<file path="config.mk">
export PLATFORM = sky130hd
export DESIGN_NAME = instr_encoder
export DESIGN_NICKNAME = d
export VERILOG_FILES = /design/src/rtl/cpu_isa_pkg.sv /design/src/rtl/instr_fifo.sv /design/src/rtl/instr_encoder.sv
export SDC_FILE = /design/constraint.sdc
export NUM_CORES = 1
export LEC_CHECK = 0
export CAP_MARGIN = 5
export CORE_MARGIN = 2
export CORE_UTILIZATION = 55
export DETAILED_ROUTE_END_ITERATION = 8
export PLACE_DENSITY = 0.78
export SYNTH_ARGS = -nofsm -noshare
export SYNTH_HDL_FRONTEND = slang
export SYNTH_HIERARCHICAL = 1
export SYNTH_SLANG_ARGS = --single-unit
</file>
<file path="constraint.sdc">
create_clock -name clk -period 3.45 [get_ports clk]
set_clock_uncertainty 0.2 [all_clocks]
set_input_delay 0.345 -clock clk [delete_from_list [all_inputs] [get_ports clk]]
set_output_delay 0.345 -clock clk [all_outputs]
set_load 0.01 [all_outputs]
</file>
<file path="src/rtl/cpu_isa_pkg.sv">
// Shared ISA definitions for the instruction encoder and decoder: op select
// encoding, type-0 word layout, opcode field constants and buffer depth.
package cpu_isa_pkg;

  localparam int INSTR_W    = 16;
  localparam int OPC_W      = 9;
  localparam int ADDR_W     = 3;
  localparam int FIFO_DEPTH = 4;

  // Type-0 word layout: {type, opcode[8:0], addr1[2:0], addr2[2:0]}
  localparam int TYPE_BIT = 15;
  localparam int OPC_MSB  = 14;
  localparam int OPC_LSB  = 6;
  localparam int A1_MSB   = 5;
  localparam int A1_LSB   = 3;
  localparam int A2_MSB   = 2;
  localparam int A2_LSB   = 0;

  typedef enum logic [1:0] {
    OP_NOP  = 2'b00,
    OP_ADD  = 2'b01,
    OP_SHOW = 2'b10,
    OP_RSVD = 2'b11
  } op_e;

  localparam logic [OPC_W-1:0] OPC_NOP  = 9'b000_000_000;
  localparam logic [OPC_W-1:0] OPC_ADD  = 9'b000_000_001;
  localparam logic [OPC_W-1:0] OPC_SHOW = 9'b000_010_010;

  typedef logic [INSTR_W-1:0] instr_t;

  function automatic logic [OPC_W-1:0] opcode_field(input op_e op);
    case (op)
      OP_ADD:  return OPC_ADD;
      OP_SHOW: return OPC_SHOW;
      default: return OPC_NOP;
    endcase
  endfunction

  function automatic instr_t encode_type0(input op_e op,
                                         input logic [ADDR_W-1:0] addr1,
                                         input logic [ADDR_W-1:0] addr2);
    instr_t w;
    w                  = '0;
    w[TYPE_BIT]        = 1'b0;
    w[OPC_MSB:OPC_LSB] = opcode_field(op);
    w[A1_MSB:A1_LSB]   = addr1;
    w[A2_MSB:A2_LSB]   = addr2;
    return w;
  endfunction

endpackage

</file>
<file path="src/rtl/instr_fifo.sv">
// Small synchronous FIFO with an explicit occupancy counter; output reads as
// zero while empty so unwritten storage never becomes visible.
module instr_fifo #(
  parameter  int WIDTH = 16,
  parameter  int DEPTH = 4,
  localparam int PTR_W = (DEPTH > 1) ? $clog2(DEPTH) : 1,
  localparam int CNT_W = $clog2(DEPTH + 1)
) (
  input  logic             clk,
  input  logic             rst_n,
  input  logic             i_push,
  input  logic [WIDTH-1:0] i_data,
  input  logic             i_pop,
  output logic [WIDTH-1:0] o_data,
  output logic             o_full,
  output logic             o_empty,
  output logic [CNT_W-1:0] o_count
);

  logic [WIDTH-1:0] r_mem [DEPTH];
  logic [PTR_W-1:0] r_wr_ptr;
  logic [PTR_W-1:0] r_rd_ptr;
  logic [CNT_W-1:0] r_count;
  logic             w_do_push;
  logic             w_do_pop;

  function automatic logic [PTR_W-1:0] ptr_inc(input logic [PTR_W-1:0] p);
    return (p == PTR_W'(DEPTH - 1)) ? '0 : p + PTR_W'(1);
  endfunction

  assign o_full    = (r_count == CNT_W'(DEPTH));
  assign o_empty   = (r_count == '0);
  assign o_count   = r_count;
  assign w_do_push = i_push && !o_full;
  assign w_do_pop  = i_pop && !o_empty;

  // Storage is intentionally not reset; the empty mask below hides it.
  always_ff @(posedge clk) begin
    if (rst_n && w_do_push) begin
      r_mem[r_wr_ptr] <= i_data;
    end
  end

  always_ff @(posedge clk) begin
    if (!rst_n) begin
      r_wr_ptr <= '0;
      r_rd_ptr <= '0;
      r_count  <= '0;
    end else begin
      if (w_do_push) r_wr_ptr <= ptr_inc(r_wr_ptr);
      if (w_do_pop)  r_rd_ptr <= ptr_inc(r_rd_ptr);
      case ({w_do_push, w_do_pop})
        2'b10:   r_count <= r_count + CNT_W'(1);
        2'b01:   r_count <= r_count - CNT_W'(1);
        default: r_count <= r_count;
      endcase
    end
  end

  assign o_data = o_empty ? '0 : r_mem[r_rd_ptr];

endmodule

</file>
<file path="src/rtl/instr_encoder.sv">
// Instruction encoder: turns op/addr requests into type-0 words, buffers them
// for the issue stage, flags reserved ops and counts issued words.
import cpu_isa_pkg::*;

module instr_encoder (
  input  logic        clk,
  input  logic        rst_n,
  input  logic        in_valid,
  output logic        in_ready,
  input  logic [1:0]  in_op,
  input  logic [2:0]  in_addr1,
  input  logic [2:0]  in_addr2,
  output logic        out_valid,
  input  logic        out_ready,
  output logic [15:0] out_instr,
  output logic        err,
  input  logic        err_clr,
  output logic [7:0]  issued_cnt
);

  // Handshakes: a transfer happens on a rising edge where valid and ready are
  // both high; ready never depends on valid on either side.
  localparam int CNT_W = $clog2(FIFO_DEPTH + 1);

  logic             w_in_accept;
  logic             w_rsvd;
  logic             w_push;
  logic             w_pop;
  logic             w_full;
  logic             w_empty;
  logic [CNT_W-1:0] w_count;
  instr_t           w_enc_word;
  instr_t           w_head;
  logic             r_err;
  logic [7:0]       r_issued_cnt;

  assign w_rsvd      = (in_op == OP_RSVD);
  assign w_in_accept = in_valid && in_ready;
  assign w_push      = w_in_accept && !w_rsvd;
  assign w_pop       = out_valid && out_ready;
  assign w_enc_word  = encode_type0(op_e'(in_op), in_addr1, in_addr2);

  instr_fifo #(
    .WIDTH (INSTR_W),
    .DEPTH (FIFO_DEPTH)
  ) u_fifo (
    .clk     (clk),
    .rst_n   (rst_n),
    .i_push  (w_push),
    .i_data  (w_enc_word),
    .i_pop   (w_pop),
    .o_data  (w_head),
    .o_full  (w_full),
    .o_empty (w_empty),
    .o_count (w_count)
  );

  assign in_ready  = !w_full;
  assign out_valid = !w_empty;
  assign out_instr = w_head;

  // A new reserved-op acceptance wins over a clear in the same cycle.
  always_ff @(posedge clk) begin
    if (!rst_n) begin
      r_err <= 1'b0;
    end else if (w_in_accept && w_rsvd) begin
      r_err <= 1'b1;
    end else if (err_clr) begin
      r_err <= 1'b0;
    end
  end

  always_ff @(posedge clk) begin
    if (!rst_n) begin
      r_issued_cnt <= '0;
    end else if (w_pop) begin
      r_issued_cnt <= r_issued_cnt + 8'd1;
    end
  end

  assign err        = r_err;
  assign issued_cnt = r_issued_cnt;

  a_flags_match_count: assert property (@(posedge clk) disable iff (!rst_n)
    (in_ready == (w_count < CNT_W'(FIFO_DEPTH))) && (out_valid == (w_count != '0)));

endmodule

</file>
==> impl_metrics.csv, run 1 <==
group,metric,value,unit
route,dr_wl_met2,2.86,mm
cells_and_area,num-nets-final,307,
floorplan,die-area,6980,um^2
sta,slew_viol_final,0,
sta,fmaxAchievable,339,MHz
job,maxCapViolCount,0,
cells_and_area,final_cells,366,
clock_tree,clock-sinks,82,
hold_path,hp-class,"reg -> reg",
setup_path,arrival,2.41,ns
logic_synthesis,ys_warn_count,6,
global_routing,track_usage,0.173,
place,gp_congestion,0.753,
route,drtAntennaViolNets,0,
logic_synthesis,yosysTopAreaCellShare,0.552,
logic_synthesis,syn-cell-area,3480,um^2
floorplan,io_pins,40,
sta,timing_hold_violations_final,0,
global_routing,first_global_vias,1866,
logic_synthesis,seq_area_frac_synth,0.655,
logic_synthesis,synth_area_leaders,"edfxtp_1 55%, dfxtp_1 10%, mux4_2 7.8%",
route,m1WireLength,2.45,mm
logic_synthesis,synth_cell_types,39,
place,hpwlAfterDp,3.60,mm
sta,period_minus_slack,2.95,ns
global_routing,grt_pass1_wl,9.21,mm
setup_path,end_kind,"output port",
route,wl_met3,194,um
clock_tree,path_clk_slew,0.08,ns
clock_tree,cts_buffer_depth,2,
global_routing,grt_antenna_before_repair,0,
place,place_inst,350,
place,port_buffers,39,
route,drt-pass1-iter-count,4,
logic_synthesis,synth_seq_cells,82,
sta,slew_headroom,0.489,
cells_and_area,final_cell_mix,"64 x edfxtp_1, 39 x clkdlybuf4s50_1, 28 x conb_1",
clock_tree,clockRootBuffer,"clkbuf_8",
floorplan,core,6030,um^2
cells_and_area,n_antenna_cell,0,
clock_tree,insertion_delay,0.33,ns
power_and_ir_drop,p_leak,1.57,nW
setup_path,required,2.90,ns
clock_tree,cts_max_level,3,
floorplan,start_util,0.578,
power_and_ir_drop,vdd_drop_max,0.000324,V
setup_path,cp_max_fo,11,
setup_path,startpoint_type,"register",
sta,fin_tns_setup,0,ns
sta,rsz0062_at_grt,"no",
sta,setup_viol,0,
floorplan,row_count,28,
status,outcome,"finished, final reports clean",
global_routing,grt_max_degree,23,
route,wirelength,5.53,mm
logic_synthesis,yosysTopAreaCell,"edfxtp_1",
sta,post-route-period-util,0.856,
floorplan,die-width,83.6,um
route,drc,0,
floorplan,die_h,83.6,um
setup_path,path_class,"reg -> out",
cells_and_area,final_common_cell,"edfxtp_1",
clock_tree,cts_buffers,9,
route,drt_iter0_markers,117,
clock_tree,postCtsSetupBuffers,0,
route,routedWlPerCell,15.1,um
logic_synthesis,synth.avg_cell_area,16.6,um^2
sta,worst_pin_slew,0.765,ns
cells_and_area,area_delta_synth_final,22.2,%
logic_synthesis,synth_cells,210,
clock_tree,cts_tree,"done",
clock_tree,cts_resized,0,
route,drt-vias-per-instance,5.08,
power_and_ir_drop,power.density,538,nW/um^2
cells_and_area,layout-drive-gt1-share,0.158,
clock_tree,cts_hold_buf,0,
route,route.vias.total,1858,
global_routing,grt_overflow,0,
route,top_layer,"met4",
sequential cells by signal, summed over array words and instances (netlist names), named ones only:
| name | cells |
|---|---|
| err | 1 |
| u_fifo/r_wr_ptr | 2 |
| u_fifo/r_mem | 64 |
| u_fifo/o_count | 3 |
| u_fifo/r_rd_ptr | 2 |
| issued_cnt | 8 |
cell families (layout without fill, tap and decap cells):
family	after synthesis	in the layout	synth area share
flip-flops	82	82	0.655
AND/OR/NAND/NOR	62	62	0.129
multiplexers	22	22	0.125
buffers and inverters	20	74	0.0302
AO/OA/AOI/OAI	11	11	0.0180
adder cells (fa/ha/maj)	8	8	0.0309
XOR/XNOR	4	4	0.0101
other	1	28	0.00108
final cells by class:
| class | count | area, um^2 |
|---|---|---|
| sequential | 82 | 2280 |
| fill | 411 | 1770 |
| multi-input combinational | 135 | 1200 |
| timing repair buffer | 45 | 435 |
| clock buffer | 10 | 128 |
| tap | 75 | 93.8 |
| clock inverter | 6 | 66.3 |
| inverter | 13 | 48.8 |
per-layer routing:
layer / track usage / vias up
met4: 0.0748 / 0
met5: 0 / -
met3: 0.0336 / 2
li1: - / 908
met2: 0.280 / 35
met1: 0.229 / 913
worst max-delay path, stage by stage, from the launching register on:
cell and delay, ns:
dfxtp_1 0.53, buf_4 0.32, mux4_1 0.57, nor2b_1 0.15, clkdlybuf4s50_1 0.50
Yosys cell counts:
| master | instances |
|---|---|
| a21boi_1 | 1 |
| a21oi_1 | 3 |
| and2_1 | 2 |
| and2b_1 | 6 |
| and3_1 | 5 |
| buf_12 | 1 |
| buf_2 | 1 |
| buf_4 | 1 |
| buf_6 | 1 |
| clkbuf_1 | 2 |
| clkbuf_2 | 1 |
| conb_1 | 1 |
| dfxtp_1 | 18 |
| edfxtp_1 | 64 |
| fa_1 | 1 |
| ha_1 | 7 |
| inv_1 | 13 |
| mux2i_1 | 6 |
| mux4_1 | 4 |
| mux4_2 | 12 |
| nand2_1 | 13 |
| nand2b_1 | 3 |
| nand3_1 | 3 |
| nand3b_1 | 1 |
| nand4_1 | 2 |
| nand4b_4 | 1 |
| nor2_1 | 5 |
| nor2b_1 | 4 |
| nor2b_4 | 10 |
| nor3_1 | 1 |
| nor3_2 | 1 |
| nor3b_2 | 1 |
| nor4_1 | 1 |
| o21ai_0 | 5 |
| o31ai_1 | 2 |
| or3_1 | 2 |
| or4_1 | 1 |
| xnor2_1 | 3 |
| xor2_1 | 1 |
where the power goes:
| part | switching, mW | internal, mW | leakage, nW |
|---|---|---|---|
| Combinational | 0.221 | 0.265 | 0.740 |
| Sequential | 0.0358 | 1.10 | 0.728 |
| Clock | 0.325 | 0.338 | 0.101 |
final timing paths:
path	startpoint	endpoint	slack, ns	cells past startpoint
worst max register to register	u_fifo/o_count[2]	u_fifo/o_count[2]	0.83	11
worst max-delay path	register	out_instr[0]	0.50	4
worst min register to register	issued_cnt[7]	issued_cnt[7]	0.27	2
worst min-delay path	issued_cnt[7]	issued_cnt[7]	0.27	2
stage by stage:
stage	hold slack, ns	utilization	setup slack [ns]	area (um^2)	total power [mW]
detailed placement	0.265	0.674	0.586	4060	1.65
CTS	0.276	0.706	0.449	4260	2.32
global placement	0.252	0.674	0.645	4060	1.64
floorplan	0.244	-	0.728	3580	1.46
global route	0.301	0.706	0.372	4260	2.40
finish	0.273	0.706	0.498	4260	2.29
Power figures use the tool's default switching activity.
==> run 2, diff against run 1 <==
--- a/config.mk
+++ b/config.mk
@@ -9,6 +9,7 @@
 export CORE_MARGIN = 2
 export CORE_UTILIZATION = 55
 export DETAILED_ROUTE_END_ITERATION = 8
+export GPL_ROUTABILITY_DRIVEN = 0
 export PLACE_DENSITY = 0.78
 export SYNTH_ARGS = -nofsm -noshare
 export SYNTH_HDL_FRONTEND = slang
==> results of run 2 <==
Same layout as run 1: the final DEF is identical, and so are final timing and power.
==> run 3, diff against run 2 <==
--- a/config.mk
+++ b/config.mk
@@ -6,11 +6,13 @@
 export NUM_CORES = 1
 export LEC_CHECK = 0
 export CAP_MARGIN = 5
+export CELL_PAD_IN_SITES_DETAIL_PLACEMENT = 1
+export CELL_PAD_IN_SITES_GLOBAL_PLACEMENT = 2
 export CORE_MARGIN = 2
-export CORE_UTILIZATION = 55
+export CORE_UTILIZATION = 42
 export DETAILED_ROUTE_END_ITERATION = 8
 export GPL_ROUTABILITY_DRIVEN = 0
-export PLACE_DENSITY = 0.78
+export PLACE_DENSITY_LB_ADDON = 0.1
 export SYNTH_ARGS = -nofsm -noshare
 export SYNTH_HDL_FRONTEND = slang
 export SYNTH_HIERARCHICAL = 1
==> impl_metrics.csv, run 3 (synthesized netlist as in run 1, its figures left out) <==
group,metric,value,unit
sta,rsz0062_at_grt,"no",
power_and_ir_drop,p_leak,1.59,nW
global_routing,gr-max-usage-layer,"met2",
place,port_buffers,39,
sta,post-route-period-util,0.862,
power_and_ir_drop,comb_power_share,0.210,
global_routing,first_global_vias,1920,
setup_path,regToRegStartpoint,"u_fifo/o_count[2]",
cells_and_area,final_cell_mix,"64 x edfxtp_1, 39 x clkdlybuf4s50_1, 28 x conb_1",
clock_tree,clockRootBuffer,"clkbuf_8",
global_routing,grt_util_met1,0.214,
sta,slew_viol_final,0,
setup_path,startpoint_type,"register",
sta,fmaxAchievable,336,MHz
global_routing,use_met3,0.0300,
cells_and_area,area_delta_synth_final,24.9,%
setup_path,arrival,2.43,ns
cells_and_area,largest_reg_flops,64,
setup_path,cp_max_fo,10,
clock_tree,cts_buffer_depth,2,
setup_path,r2r_slack,0.74,ns
floorplan,row_count,33,
clock_tree,cts_resized,0,
route,drt-vias-per-instance,4.75,
cells_and_area,n_antenna_cell,0,
power_and_ir_drop,vdd_drop_max,0.000254,V
route,routedWlPerCell,15.9,um
floorplan,io_pins,40,
hold_path,hp-class,"reg -> reg",
status,outcome,"finished, final reports clean",
place,hpwlAfterDp,4.10,mm
cells_and_area,layout-drive-gt1-share,0.160,
floorplan,start_util,0.428,
power_and_ir_drop,switching_share,0.251,
global_routing,grt_util_met2,0.245,
power_and_ir_drop,p_sw,592,uW
clock_tree,cts_max_level,3,
sta,setup_viol,0,
floorplan,die-area,9040,um^2
sta,timing_hold_violations_final,0,
global_routing,grt_pass1_wl,10.1,mm
global_routing,track_usage,0.157,
setup_path,crit_path_end,"out_instr[2]",
cells_and_area,final_common_cell,"edfxtp_1",
route,route.vias.total,1889,
clock_tree,cts_tree,"done",
sta,worst_pin_slew,0.552,ns
global_routing,grt_overflow,0,
floorplan,die-width,95.1,um
cells_and_area,num-nets-final,309,
setup_path,r2r_end,"u_fifo/o_count[2]",
sta,slew_headroom,0.629,
clock_tree,cts_hold_buf,0,
cells_and_area,regMostFlops,"u_fifo/r_mem",
clock_tree,cts_buffers,9,
clock_tree,clock-sinks,82,
route,drc,0,
power_and_ir_drop,seq_power_share,0.484,
floorplan,die_h,95.1,um
setup_path,required,2.90,ns
global_routing,grt_antenna_before_repair,0,
route,drt_iter0_markers,59,
setup_path,rr_worst_depth,11,
clock_tree,path_clk_slew,0.08,ns
power_and_ir_drop,power.density,543,nW/um^2
clock_tree,insertion_delay,0.34,ns
route,wirelength,6.33,mm
sta,period_minus_slack,2.97,ns
power_and_ir_drop,internal_power,1.77,mW
cells_and_area,fin_util,0.535,
global_routing,grt_max_degree,23,
floorplan,core,8130,um^2
clock_tree,postCtsSetupBuffers,0,
route,drt-pass1-iter-count,4,
route,drtAntennaViolNets,0,
power_and_ir_drop,clockPowerShare,0.307,
job,maxCapViolCount,0,
setup_path,path_class,"reg -> out",
setup_path,end_kind,"output port",
sta,fin_tns_setup,0,ns
run 3: cell types whose count changed in the layout (fill, tap and decap cells not counted), sizes merged:
cell / before / now
clkinv: 3 / 2
buf: 6 / 8
clkbuf: 10 / 14
inv: 15 / 13
bufinv: 1 / 0
run 3: per-layer routing:
layer / vias up / wire (um)
met5: - / 0
met4: 0 / 98
met3: 10 / 140
met2: 24 / 3050
met1: 946 / 3040
li1: 909 / -
run 3: worst max-delay path, stage by stage, from the launching register on:
cell	delay (ns)
dfxtp_1	0.66
buf_12	0.22
mux4_1	0.54
and2b_1	0.19
clkdlybuf4s50_1	0.48
run 3: layout make-up:
type	count	area, um^2
fillers	797	3790
flip-flops and latches	82	2280
multi-input cells	135	1200
repair buffers	47	463
clock buffers	14	206
well taps	105	131
inverters	13	48.8
clock inverters	2	13.8
run 3: power groups by stage:
stage	Sequential [mW]	Clock [mW]	Combinational (mW)
CTS	1.14	0.750	0.505
global placement	1.17	0	0.495
global route	1.15	0.789	0.541
finish	1.14	0.724	0.495
detailed placement	1.17	0	0.503
floorplan	1.15	0	0.306
run 3: worst min path at each step:
| stage | from | to | slack, ns | cells after the start |
|---|---|---|---|---|
| after floorplan | in_addr2[0] | u_fifo/r_mem[0][0] | 0.24 | 0 |
| after global placement | issued_cnt[7] | issued_cnt[7] | 0.25 | 2 |
| after detailed placement | err | err | 0.27 | 2 |
| final | err | err | 0.27 | 2 |
| after global routing | issued_cnt[7] | issued_cnt[7] | 0.30 | 2 |
| after CTS | err | err | 0.28 | 2 |
run 3: through the flow:
stage / hold slack (ns) / total power, mW / setup WS, ns / instance area [um^2] / cells
floorplan: 0.244 / 1.46 / 0.728 / 3580 / 237
global placement: 0.253 / 1.66 / 0.620 / 4130 / 382
detailed placement: 0.265 / 1.67 / 0.529 / 4130 / 382
CTS: 0.279 / 2.40 / 0.416 / 4350 / 398
global route: 0.299 / 2.48 / 0.323 / 4350 / 398
finish: 0.273 / 2.36 / 0.477 / 4350 / 398
